## src/rtl/mod_unroll_pkg.sv

```systemverilog
// Shared constants for the unrolled modulation chain back end.
package mod_unroll_pkg;

  localparam int DATA_W         = 32;
  localparam int SYM_W          = 2;
  localparam int SYMS_PER_SEG   = DATA_W / SYM_W;
  localparam int SEGS_PER_FRAME = 10;
  localparam int FCNT_W         = 16;
  localparam int SEG_FIFO_DEPTH = 4;

  // Index width for a counter spanning 0..n-1; never narrower than one bit.
  function automatic int idx_w(input int n);
    return (n > 1) ? $clog2(n) : 1;
  endfunction

endpackage

```

## src/rtl/mod_seg_fifo.sv

```systemverilog
// Small synchronous FIFO for combined segment words. Push is ignored when
// full and pop when empty, so callers may hold the strobes loosely.
module mod_seg_fifo #(
  parameter int W     = 32,
  parameter int DEPTH = 4
) (
  input  logic         clk,
  input  logic         reset,
  input  logic         push_i,
  input  logic [W-1:0] wdata_i,
  input  logic         pop_i,
  output logic [W-1:0] rdata_o,
  output logic         full_o,
  output logic         empty_o
);

  localparam int AW = (DEPTH > 1) ? $clog2(DEPTH) : 1;

  logic [W-1:0]  mem_q [DEPTH];
  logic [AW-1:0] wr_q, rd_q;
  logic [AW:0]   cnt_q;
  logic          push_ok, pop_ok;

  assign full_o  = (cnt_q == (AW+1)'(DEPTH));
  assign empty_o = (cnt_q == '0);
  assign push_ok = push_i & ~full_o;
  assign pop_ok  = pop_i & ~empty_o;
  assign rdata_o = mem_q[rd_q];

  // Storage: data needs no reset, the count decides what is valid.
  always_ff @(posedge clk) begin
    if (push_ok) mem_q[wr_q] <= wdata_i;
  end

  // Pointers wrap naturally at DEPTH (power of two); count tracks occupancy.
  always_ff @(posedge clk) begin
    if (!reset) begin
      wr_q  <= '0;
      rd_q  <= '0;
      cnt_q <= '0;
    end else begin
      if (push_ok) wr_q <= wr_q + 1'b1;
      if (pop_ok)  rd_q <= rd_q + 1'b1;
      cnt_q <= cnt_q + {{AW{1'b0}}, push_ok} - {{AW{1'b0}}, pop_ok};
    end
  end

endmodule

```

## src/rtl/mod_segment_serializer.sv

```systemverilog
// Buffers combined segment words and emits them LSB-first as SYM_W-bit
// symbols, tagging frame start/end and counting completed frames.
module mod_segment_serializer #(
  parameter int DATA_W         = mod_unroll_pkg::DATA_W,
  parameter int SYM_W          = mod_unroll_pkg::SYM_W,
  parameter int DEPTH          = mod_unroll_pkg::SEG_FIFO_DEPTH,
  parameter int SEGS_PER_FRAME = mod_unroll_pkg::SEGS_PER_FRAME
) (
  input  logic              clk,
  input  logic              reset,
  input  logic [DATA_W-1:0] seg_data,
  input  logic              seg_valid,
  output logic              seg_ready,
  output logic [SYM_W-1:0]  sym_data,
  output logic              sym_valid,
  input  logic              sym_ready,
  output logic              sym_sof,
  output logic              sym_eof,
  output logic [15:0]       frame_count
);

  import mod_unroll_pkg::*;

  localparam int SYMS = DATA_W / SYM_W;
  localparam int IW   = idx_w(SYMS);
  localparam int SW   = idx_w(SEGS_PER_FRAME);
  localparam logic [IW-1:0] IDX_LAST = IW'(SYMS - 1);
  localparam logic [SW-1:0] SEG_LAST = SW'(SEGS_PER_FRAME - 1);

  logic              fifo_full, fifo_empty;
  logic [DATA_W-1:0] fifo_rdata;
  logic              push, pop, fire, last_sym, seg_wrap;

  logic              loaded_q, loaded_d;
  logic [DATA_W-1:0] word_q, word_d;
  logic [IW-1:0]     idx_q, idx_d;
  logic [SW-1:0]     seg_q, seg_d;
  logic [FCNT_W-1:0] frame_cnt_q, frame_cnt_d;

  // Input side: no bypass, so the FIFO alone decides acceptance.
  assign seg_ready = reset & ~fifo_full;
  assign push      = seg_valid & seg_ready;

  assign fire     = loaded_q & sym_ready;
  assign last_sym = (idx_q == IDX_LAST);
  assign seg_wrap = (seg_q == SEG_LAST);
  // Refill when idle, or on the last-symbol handshake to avoid a bubble.
  assign pop      = ~fifo_empty & (~loaded_q | (fire & last_sym));

  mod_seg_fifo #(
    .W     (DATA_W),
    .DEPTH (DEPTH)
  ) u_fifo (
    .clk     (clk),
    .reset   (reset),
    .push_i  (push),
    .wdata_i (seg_data),
    .pop_i   (pop),
    .rdata_o (fifo_rdata),
    .full_o  (fifo_full),
    .empty_o (fifo_empty)
  );

  // Shifter, segment position and frame counter next-state.
  always_comb begin
    loaded_d    = loaded_q;
    word_d      = word_q;
    idx_d       = idx_q;
    seg_d       = seg_q;
    frame_cnt_d = frame_cnt_q;
    if (fire) begin
      if (last_sym) begin
        idx_d    = '0;
        loaded_d = 1'b0;
        seg_d    = seg_wrap ? '0 : seg_q + 1'b1;
        if (seg_wrap) frame_cnt_d = frame_cnt_q + 1'b1;
      end else begin
        idx_d = idx_q + 1'b1;
      end
    end
    if (pop) begin
      word_d   = fifo_rdata;
      loaded_d = 1'b1;
      idx_d    = '0;
    end
  end

  // State registers; reset drops any partially sent word.
  always_ff @(posedge clk) begin
    if (!reset) begin
      loaded_q    <= 1'b0;
      word_q      <= '0;
      idx_q       <= '0;
      seg_q       <= '0;
      frame_cnt_q <= '0;
    end else begin
      loaded_q    <= loaded_d;
      word_q      <= word_d;
      idx_q       <= idx_d;
      seg_q       <= seg_d;
      frame_cnt_q <= frame_cnt_d;
    end
  end

  // Outputs are pure functions of registered state, so they hold under stall.
  assign sym_valid   = loaded_q;
  assign sym_data    = word_q[SYM_W*idx_q +: SYM_W];
  assign sym_sof     = loaded_q & (seg_q == '0) & (idx_q == '0);
  assign sym_eof     = loaded_q & seg_wrap & last_sym;
  assign frame_count = frame_cnt_q;

endmodule

```

## config.mk

```make
export PLATFORM = sky130hd
export DESIGN_NAME = mod_segment_serializer
export DESIGN_NICKNAME = d
export VERILOG_FILES = /design/src/rtl/mod_unroll_pkg.sv /design/src/rtl/mod_seg_fifo.sv /design/src/rtl/mod_segment_serializer.sv
export SDC_FILE = /design/constraint.sdc
export NUM_CORES = 1
export LEC_CHECK = 0
export BUFFER_PORTS_ARGS = -buffer_cell sky130_fd_sc_hd__buf_2
export CAP_MARGIN = 20
export CORE_MARGIN = 5
export CORE_UTILIZATION = 43
export DETAILED_ROUTE_END_ITERATION = 12
export GPL_TIMING_DRIVEN = 1
export PLACE_DENSITY_LB_ADDON = 0.12
export SKIP_LAST_GASP = 1
export SLEW_MARGIN = 30
export SYNTH_ARGS = -nofsm -noshare
export SYNTH_HDL_FRONTEND = slang
export SYNTH_SLANG_ARGS = --single-unit
```

## constraint.sdc

```tcl
create_clock -name clk -period 5.5 [get_ports clk]
set_input_delay 0.275 -clock clk [delete_from_list [all_inputs] [get_ports clk]]
set_output_delay 0.275 -clock clk [all_outputs]
set_load 0.03 [all_outputs]
```

# == Word-level counts from Yosys, hierarchy flattened ==
# Memory sizes are Yosys's and may differ from the RTL's. A register that Yosys moved wholly into a read port is not among the register bits.
# Index checks and enable logic that the tools add are counted.
# word_totals
register_bits,32
latch_bits,0
ram_bits,128
romBits,0
in_bits,36
output_inout_bits,22
elab_cells,52
memories,1
# mem_list
name,words,word_bits,read_ports,rd_ports_with_merged_regs,write_ports,line,text
u_fifo.mem_q,4,32,1,1,1,mod_seg_fifo.sv:19,logic [W-1:0] mem_q [DEPTH];
# classes
add_sub_neg,7
mul,0
n_div,0
magnitude_cmp,0
n_eq_ne,3
shift,1
muxes,7
bitwise,16
n_reduce_logical,10
# op_table
cell,count
$shiftx A32 B6 Y2,1
$add A16 B1 Y16 const B,1
$and A1 B1 Y1,11
$add A4 B1 Y4 const B,2
$eq A4 B4 Y1 const B,2
$logic_not A4 Y1,2
$mux W4,2
$mux W1,5
$add A2 B1 Y2 const B,2
$not A1 Y1,4
$reduce_and A2 Y1,2
$reduce_bool A2 Y1,2
$add A3 B1 Y3,1
$eq A3 B3 Y1 const B,1
$logic_not A3 Y1,1
$reduce_and A3 Y1,1
$sub A3 B1 Y3,1
$reduce_or A2 Y1,1
$logic_not A1 Y1,1
$or A1 B1 Y1,1

# == Depth between registers and ports, before layout ==
# Gate-level depths: netlist (run 1).
# logic_depth
ltp_word,7
depth_mapped,13
depth_no_buf,11

# == By module ==
# A second synthesis (run 1) with hierarchy kept.
# unflattened
hier_cells,538
area_unflattened_um2,7771.2
# by_module_without_submodules
module,instances,cells_per_inst,area_per_inst_um2,seq_area_each_um2
mod_seg_fifo,1,218,5143.7,4023.9
mod_segment_serializer,1,320,2627.5,1141.1

# == Least setup slack after synthesis (run 1) ==
# Ideal clock, no wire load.
# synth_path
path_kind,register to register
from,register idx_q[0]
to,register u_fifo.cnt_q[2]
setup_time_ns,0.128
arrival_ns,2.644
required_ns,5.372
setup_slack_ns,2.728
path_stages_with_launch,14
n_path_buf,2
synth_period_minus_slack_ns,2.772
path_cell_list,dfxtp_1 -> ha_1 -> nand4_1 -> a21oi_1 -> clkbuf_1 -> clkbuf_1 -> ha_1 -> inv_1 -> ha_1 -> inv_1 -> fa_1 -> xor2_1 -> xnor2_1 -> nor2_1
# synth_via
elab_chain_cells,6
# synth_rtl
element,line,text
start: declaration,mod_segment_serializer.sv:36,"logic [IW-1:0] idx_q, idx_d;"
start signal: assignment,mod_segment_serializer.sv:99,idx_q <= idx_d;
$eq A4 B4 Y1,mod_segment_serializer.sv:45,assign last_sym = (idx_q == IDX_LAST);
$and A1 B1 Y1,mod_segment_serializer.sv:48,assign pop = ~fifo_empty & (~loaded_q | (fire & last_sym));
$or A1 B1 Y1,mod_segment_serializer.sv:48,
$and A1 B1 Y1,mod_segment_serializer.sv:48,
$and A1 B1 Y1,mod_seg_fifo.sv:27,assign pop_ok = pop_i & ~empty_o;
$sub A3 B1 Y3,mod_seg_fifo.sv:44,"cnt_q <= cnt_q + {{AW{1'b0}}, push_ok} - {{AW{1'b0}}, pop_ok};"
end signal: assignment,mod_seg_fifo.sv:44,
end: declaration,mod_seg_fifo.sv:21,logic [AW:0] cnt_q;
# No other way between the ends.
# A chain may end at the register's enable or synchronous reset.

# == Worst setup path after layout (run 1) ==
# layout_path
from,input port reset
to,memory u_fifo.mem_q[1][0] (enable)
# layout_via
elab_chain_cells,5
# layout_rtl
element,line,text
start: declaration,mod_segment_serializer.sv:10,"input logic reset,"
$and A1 B1 Y1,mod_segment_serializer.sv:41,assign seg_ready = reset & ~fifo_full;
$and A1 B1 Y1,mod_segment_serializer.sv:42,assign push = seg_valid & seg_ready;
$and A1 B1 Y1,mod_seg_fifo.sv:26,assign push_ok = push_i & ~full_o;
via u_fifo.push_ok,mod_seg_fifo.sv:22,"logic push_ok, pop_ok;"
$mux W1,mod_seg_fifo.sv:32,if (push_ok) mem_q[wr_q] <= wdata_i;
$mux W1 (not written as such),mod_seg_fifo.sv:32,
end: declaration,mod_seg_fifo.sv:19,
# The timed path passes the listed nets, and every way through them passes these cells.

==> results.toml, run 1 <==
[timing]
setup_slack_ps = 2400
timing.hold.ws_ps = 70.0
fin_skew_ps = 7.55
tns_ps = 0
finalHoldViolCount = 0
finalSetupViolations = 0
fin_crit_sh_pct = 56.3
max_freq_ghz = 0.323
max_slew_margin_pct = 38.3
period_needed_ps = 3100
drv_slew = 0
worst_slew_pin_slew_ps = 919
rsz0062_at_grt = "false"

[critical_path]
setup.worst_path.start_class = "input pin"
critPathMaxFanout = 69
worstPathRequired_ps = 5580
r2r-end = "u_fifo.mem_q[1][0]$_DFFE_PP_"
end_kind = "register"
r2r-start = "u_fifo.cnt_q[1]$_SDFF_PN0_"
reg2reg_depth = 4
worst_path_most_repeated_cell = "buf_4"
cp_slowest_cell = "a211oi_1"
worstSetupPathType = "input pin to register"
worstPathArrival_ps = 3180
cp_top_family = "buffers and inverters"
r2r_slack_ps = 2750
slowest_delay_ps = 820
worst-path-buf-inv = 4
cp_cell_sequence = "buf_2 -> buf_4 -> inv_2 -> a211oi_1 -> and2_1 -> buf_4"

[place]
dp.cells = 780
dp_hpwl_um = 9040
gp_congestion = 0.724
io_buffers = 57
dp_slack_ps = 1900

[pwr]
combinationalPowerShare_pct = 20.5
netSwitchingPower_w = 0.00100
intPower_w = 0.00266
peakVddDrop_v = 0.000224
power_w = 0.00366
p_seq_share_pct = 48.8
p_per_area_mw_per_mm2 = 422
clock_power_share_pct = 30.7
sw_frac_of_total_pct = 27.4
power.leakage_nw = 2.85

[global_routing]
grt_remaining_overflow = 0
grt_max_degree = 70
grt_pass1_wl_um = 23300
antenna_found_initial = 0
grt_pass1_vias = 4342
grtUsageTotal_pct = 15.0

[synthesis]
mappedNetlistNets = 567
yosysWarnings = 0
yosysUniqueCellTypes = 44
syn_inst = 521
ys.flop_type = "edfxtp_1"
ys_seq_elements = 192
async_flop_share_pct = 0
synth_edf_count = 128
syn-cell-area_mm2 = 0.00763
syn_area_per_cell_um2 = 14.6
synth.most_common_cell = "edfxtp_1"
seq_area_frac_synth_pct = 67.2
synth_top_area_share_pct = 50.4
synth_common_cells = "edfxtp_1 (128), dfxtp_1 (64), nand2_1 (51)"
yosys.area.top_type = "edfxtp_1"
synthTopCellsByArea = "edfxtp_1 (50%), dfxtp_1 (17%), mux4_2 (12%)"

[final_layout]
drive_above_1_share_pct = 24.0
num-fill-cells = 1491
n_antenna_cell = 0
nets = 620
final_cells = 812
area_delta_synth_final_pct = 13.6

[clock_network]
cts.sinks = 192
cts_resized = 0
clk_pin_slew_ps = 60
cts_inserted_buffers = 17
post-cts-setup-buffers = 0
h-tree-depth = 4
clk_latency_ps = 420
holdBufCountCts = 0
cts_buffer_depth = 2
cts_root_buf = "clkbuf_16"
cts_tree = "done"

[run]
drv_cap = 0

[min_path]
hold_path.startpoint = "seg_data[22]"
worst_hold_path.endpoint = "u_fifo.mem_q[0][22]$_DFFE_PP_"
hold_depth = 1
hold_path.class = "input pin to register"

[die]
io_pins = 58
core_area_mm2 = 0.0174
dieArea_mm2 = 0.0205
die_w_um = 143
start_util_pct = 43.9
row_count = 48
die_h_um = 143

[detailed_routing]
postRouteAntennaNets = 0
finalWirelength_um = 14600
drt-wirelength-per-cell_um = 18.0
viasPerCell = 5.31
dr.first_iter.drc_count = 292
vias = 4314
first_pass_iters = 4
drc = 0

[status]
status = "complete, no violations"
logic make-up (layout without fill, tap and decap cells):
logic type / count (synthesis) / count (layout) / synth area share, %
AO/OA/AOI/OAI: 73 / 73 / 5.04
XOR/XNOR: 9 / 9 / 1.03
adder cells (fa/ha/maj): 10 / 10 / 1.74
buffers and inverters: 43 / 109 / 2.38
flip-flops: 192 / 192 / 67.2
multiplexers: 44 / 44 / 12.3
AND/OR/NAND/NOR: 150 / 150 / 10.3
per-stage QoR:
step / cell area, µm² / utilization, %
after floorplan: 7630 / -
after global placement: 8130 / 46.8
after detailed placement: 8130 / 46.8
after CTS: 8660 / 49.9
after global routing: 8660 / 49.9
final: 8660 / 49.9
sequential cells by signal, indices dropped and copies added, names as in the netlist:
| register | flops |
|---|---|
| u_fifo.mem_q | 128 |
| u_fifo.rd_q | 2 |
| u_fifo.wr_q | 2 |
| sym_valid | 1 |
| idx_q | 4 |
| seg_q | 4 |
| frame_count | 16 |
| u_fifo.cnt_q | 3 |
| word_q | 32 |
worst max-delay path by stage:
stage | startpoint | endpoint | slack [ps] | cells past startpoint
floorplan | idx_q[0]$_SDFFE_PP0P_ | u_fifo.cnt_q[2]$_SDFF_PN0_ | 2730 | 13
global placement | reset | u_fifo.mem_q[1][6]$_DFFE_PP_ | 2030 | 6
detailed placement | reset | u_fifo.mem_q[1][6]$_DFFE_PP_ | 1900 | 6
CTS | reset | u_fifo.mem_q[1][6]$_DFFE_PP_ | 2340 | 6
global route | reset | u_fifo.mem_q[1][8]$_DFFE_PP_ | 2120 | 6
finish | reset | u_fifo.mem_q[1][0]$_DFFE_PP_ | 2400 | 6
worst reg2reg max path, cell delays in order (launching register included):
cell	delay, ps
dfxtp_1	420
nor2_1	90
a211oi_1	790
and2_1	640
buf_4	460
area by class of cell:
class / count / area [µm²] / area share (%)
Timing Repair Buffer: 65 / 345 / 3.99
Tap cell: 225 / 282 / 3.25
Inverter: 12 / 45.0 / 0.520
Clock buffer: 21 / 440 / 5.08
Multi-Input combinational cell: 286 / 2330 / 26.9
Clock inverter: 11 / 92.6 / 1.07
Sequential cell: 192 / 5130 / 59.2
power by group through the flow:
stage	sequential, W	combinational (W)	clock [W]
after floorplan	0.00178	0.000596	0
after global placement	0.00182	0.000763	0
after detailed placement	0.00182	0.000772	0
after CTS	0.00179	0.000773	0.00115
after global routing	0.00180	0.000840	0.00122
final	0.00179	0.000751	0.00112
metal layers:
metal | part of all wire (%) | wire length [µm] | global-route usage, % | up-vias
met1 | 47 | 6810 | 19.9 | 2150
li1 | - | - | - | 2090
met5 | 0 | 0 | 0 | -
met4 | 0.99 | 144 | 4.35 | 0
met3 | 3.3 | 481 | 3.55 | 13
met2 | 49 | 7140 | 24.8 | 61
cells in the final DEF, fill, tap and decap left out, types with 2 or more instances in the layout:
master and n:
clkbuf_16 17, a31oi_1 3, or4_1 4, or4_4 2
buf_2 57, and4_1 2, or3_1 9, nor3_1 4
buf_4 8, ha_1 9, o22ai_1 2, o31ai_1 4
o21ai_0 43, mux4_2 40, mux2i_1 4, xor2_1 2
clkbuf_1 4, a21oi_1 19, edfxtp_1 128, inv_1 11
clkinv_4 2, and2_1 6, and3_1 2, nand3_1 37
nor2_1 15, nor4_1 2, dfxtp_1 63, clkinvlp_4 4
clkinv_1 4, nand4_1 4, nand2_1 51, xnor2_1 7
nand2b_1 3
Power figures use the tool's default switching activity.
==> run 2: changes to the inputs <==
==> constraint.sdc (replaced) <==
create_clock -name clk -period 2.5 [get_ports clk]
set_input_delay 0.125 -clock clk [delete_from_list [all_inputs] [get_ports clk]]
set_output_delay 0.125 -clock clk [all_outputs]
set_load 0.03 [all_outputs]
==> run 2 against run 1 <==
Total power increased by 130%. Hold slack improved by 110 ps. Flip-flop and latch count unchanged. Critical endpoint is now u_fifo.cnt_q[2]$_SDFF_PN0_. Largest power group unchanged.
==> results.toml, run 2 (synthesis results as in run 1) <==
[clock_network]
cts_root_buf = "clkbuf_16"
h-tree-depth = 4
cts_inserted_buffers = 17
clk_latency_ps = 420
cts_buffer_depth = 2
holdBufCountCts = 32
cts.sinks = 192
cts_tree = "done"
post-cts-setup-buffers = 0
clk_pin_slew_ps = 70
cts_resized = 0

[place]
dp_hpwl_um = 9360
dp_slack_ps = 226
placed_cell_area_mm2 = 0.00826
gp_congestion = 0.727
io_buffers = 57

[global_routing]
antenna_found_initial = 0
grt_pass1_wl_um = 24100
grt_remaining_overflow = 0
grtUsageTotal_pct = 15.4
grt_pass1_vias = 4655
grt_max_degree = 69

[critical_path]
cp_cell_sequence = "ha_1 -> nand4_1 -> a21oi_4 -> ha_1 -> inv_1 -> ha_1 -> inv_1 -> fa_1 -> xor2_1 -> xnor2_1 -> nor2_1"
r2r-end = "u_fifo.cnt_q[2]$_SDFF_PN0_"
worstPathArrival_ps = 2590
setup.worst_path.start_class = "register"
cp_slowest_cell = "fa_1"
end_kind = "register"
slowest_delay_ps = 390
r2r-start = "idx_q[0]$_SDFFE_PP0P_"
worstPathRequired_ps = 2800
cp_top_family = "adder cells"
reg2reg_depth = 11
worst-path-buf-inv = 2
worst_path_most_repeated_cell = "ha_1"
worstSetupPathType = "register to register"
r2r_slack_ps = 210
critPathMaxFanout = 5

[min_path]
hold_path.startpoint = "sym_ready"
hold_depth = 4
hold_path.class = "input pin to register"
worst_hold_path.endpoint = "sym_valid$_SDFFE_PN0P_"

[final_layout]
num-fill-cells = 1457
final_cell_area_mm2 = 0.00915
final_common_cell = "edfxtp_1"
largest_reg_flops = 128
fin_util_pct = 52.7
area_delta_synth_final_pct = 20.0
top_register = "u_fifo.mem_q"
n_antenna_cell = 0
final_cell_mix = "edfxtp_1 (128), dfxtp_1 (63), buf_2 (57)"
drive_above_1_share_pct = 24.6
nets = 661

[detailed_routing]
viasPerCell = 5.25
drc = 0
finalWirelength_um = 14600
first_pass_iters = 4
dr.first_iter.drc_count = 272
postRouteAntennaNets = 0
drt-wirelength-per-cell_um = 17.2
vias = 4477

[die]
row_count = 48
die_h_um = 143
dieArea_mm2 = 0.0205
start_util_pct = 43.9
core_area_mm2 = 0.0174
die_w_um = 143
io_pins = 58

[pwr]
power.leakage_nw = 3.07
sw_frac_of_total_pct = 27.2
intPower_w = 0.00606
netSwitchingPower_w = 0.00226
p_per_area_mw_per_mm2 = 910
combinationalPowerShare_pct = 20.9
peakVddDrop_v = 0.000597
p_seq_share_pct = 47.8
clock_power_share_pct = 31.3

[timing]
max_slew_margin_pct = 58.7
setup_slack_ps = 211
finalHoldViolCount = 0
finalSetupViolations = 0
worst_slew_pin_slew_ps = 619
max_freq_ghz = 0.437
period_needed_ps = 2290
rsz0062_at_grt = "false"
drv_slew = 0
tns_ps = 0
fin_skew_ps = 6.49
fin_crit_sh_pct = 91.5
timing.hold.ws_ps = 179

[status]
status = "complete, no violations"

[run]
drv_cap = 0
## run 2: cell types whose count changed in the layout (fill, tap and decap cells not counted)
cell	delta
buf_12	+5
buf_4	+4
bufinv_16	+1
clkbuf_1	-3
clkinv_1	-2
clkinvlp_4	+1
dlygate4sd3_1	+32
inv_6	+2
## run 2: layer usage
metal  vias to the layer above  global-route usage, %  share of wire (%)
met1                      2221                   19.3                 44
met2                        73                   26.4                 51
li1                       2166                      -                  -
met3                        17                   3.15                3.6
met4                         0                   5.75                1.6
met5                         -                      0                  0
## run 2: worst reg2reg max path: cells and delay by family (launching register included)
kind / cells / cell delay, ps
adder cells (fa/ha/maj): 4 / 1010
flip-flops: 1 / 340
XOR/XNOR: 2 / 320
AND/OR/NAND/NOR: 2 / 240
AO/OA/AOI/OAI: 1 / 170
buffers and inverters: 2 / 100
## run 2: worst max-delay path by stage
stage / start / depth (start not counted) / slack [ps] / end
finish: idx_q[0]$_SDFFE_PP0P_ / 11 / 210 / u_fifo.cnt_q[2]$_SDFF_PN0_
global route: idx_q[0]$_SDFFE_PP0P_ / 11 / 9 / u_fifo.cnt_q[2]$_SDFF_PN0_
CTS: idx_q[0]$_SDFFE_PP0P_ / 11 / 180 / u_fifo.cnt_q[2]$_SDFF_PN0_
detailed placement: idx_q[0]$_SDFFE_PP0P_ / 11 / 230 / u_fifo.cnt_q[2]$_SDFF_PN0_
global placement: idx_q[0]$_SDFFE_PP0P_ / 11 / 300 / u_fifo.cnt_q[2]$_SDFF_PN0_
floorplan: idx_q[0]$_SDFFE_PP0P_ / 13 / 5 / u_fifo.cnt_q[2]$_SDFF_PN0_
## run 2: final cells by class
type	instances	area (µm²)	share of cell area (%)
clock inverter	13	140	1.53
inverter	12	45.0	0.492
tap	225	282	3.08
sequential	192	5130	56.0
clock buffer	18	429	4.69
multi-input combinational	286	2330	25.5
timing repair buffer	106	796	8.70
## run 2: power by group through the flow
| stage | logic [W] | clock network, W | registers (W) |
|---|---|---|---|
| after global routing | 0.00195 | 0.00282 | 0.00403 |
| after floorplan | 0.00134 | 0 | 0.00392 |
| after detailed placement | 0.00175 | 0 | 0.00406 |
| after global placement | 0.00172 | 0 | 0.00405 |
| final | 0.00174 | 0.00260 | 0.00398 |
| after CTS | 0.00179 | 0.00268 | 0.00399 |
## run 2: through the flow
| step | cells | power, W |
|---|---|---|
| 6_report | 852 | 0.00832 |
| 5_1_grt | 852 | 0.00880 |
| 3_5_place_dp | 789 | 0.00580 |
| 2_1_floorplan | 521 | 0.00526 |
| 4_1_cts | 852 | 0.00846 |
| 3_3_place_gp | 789 | 0.00576 |
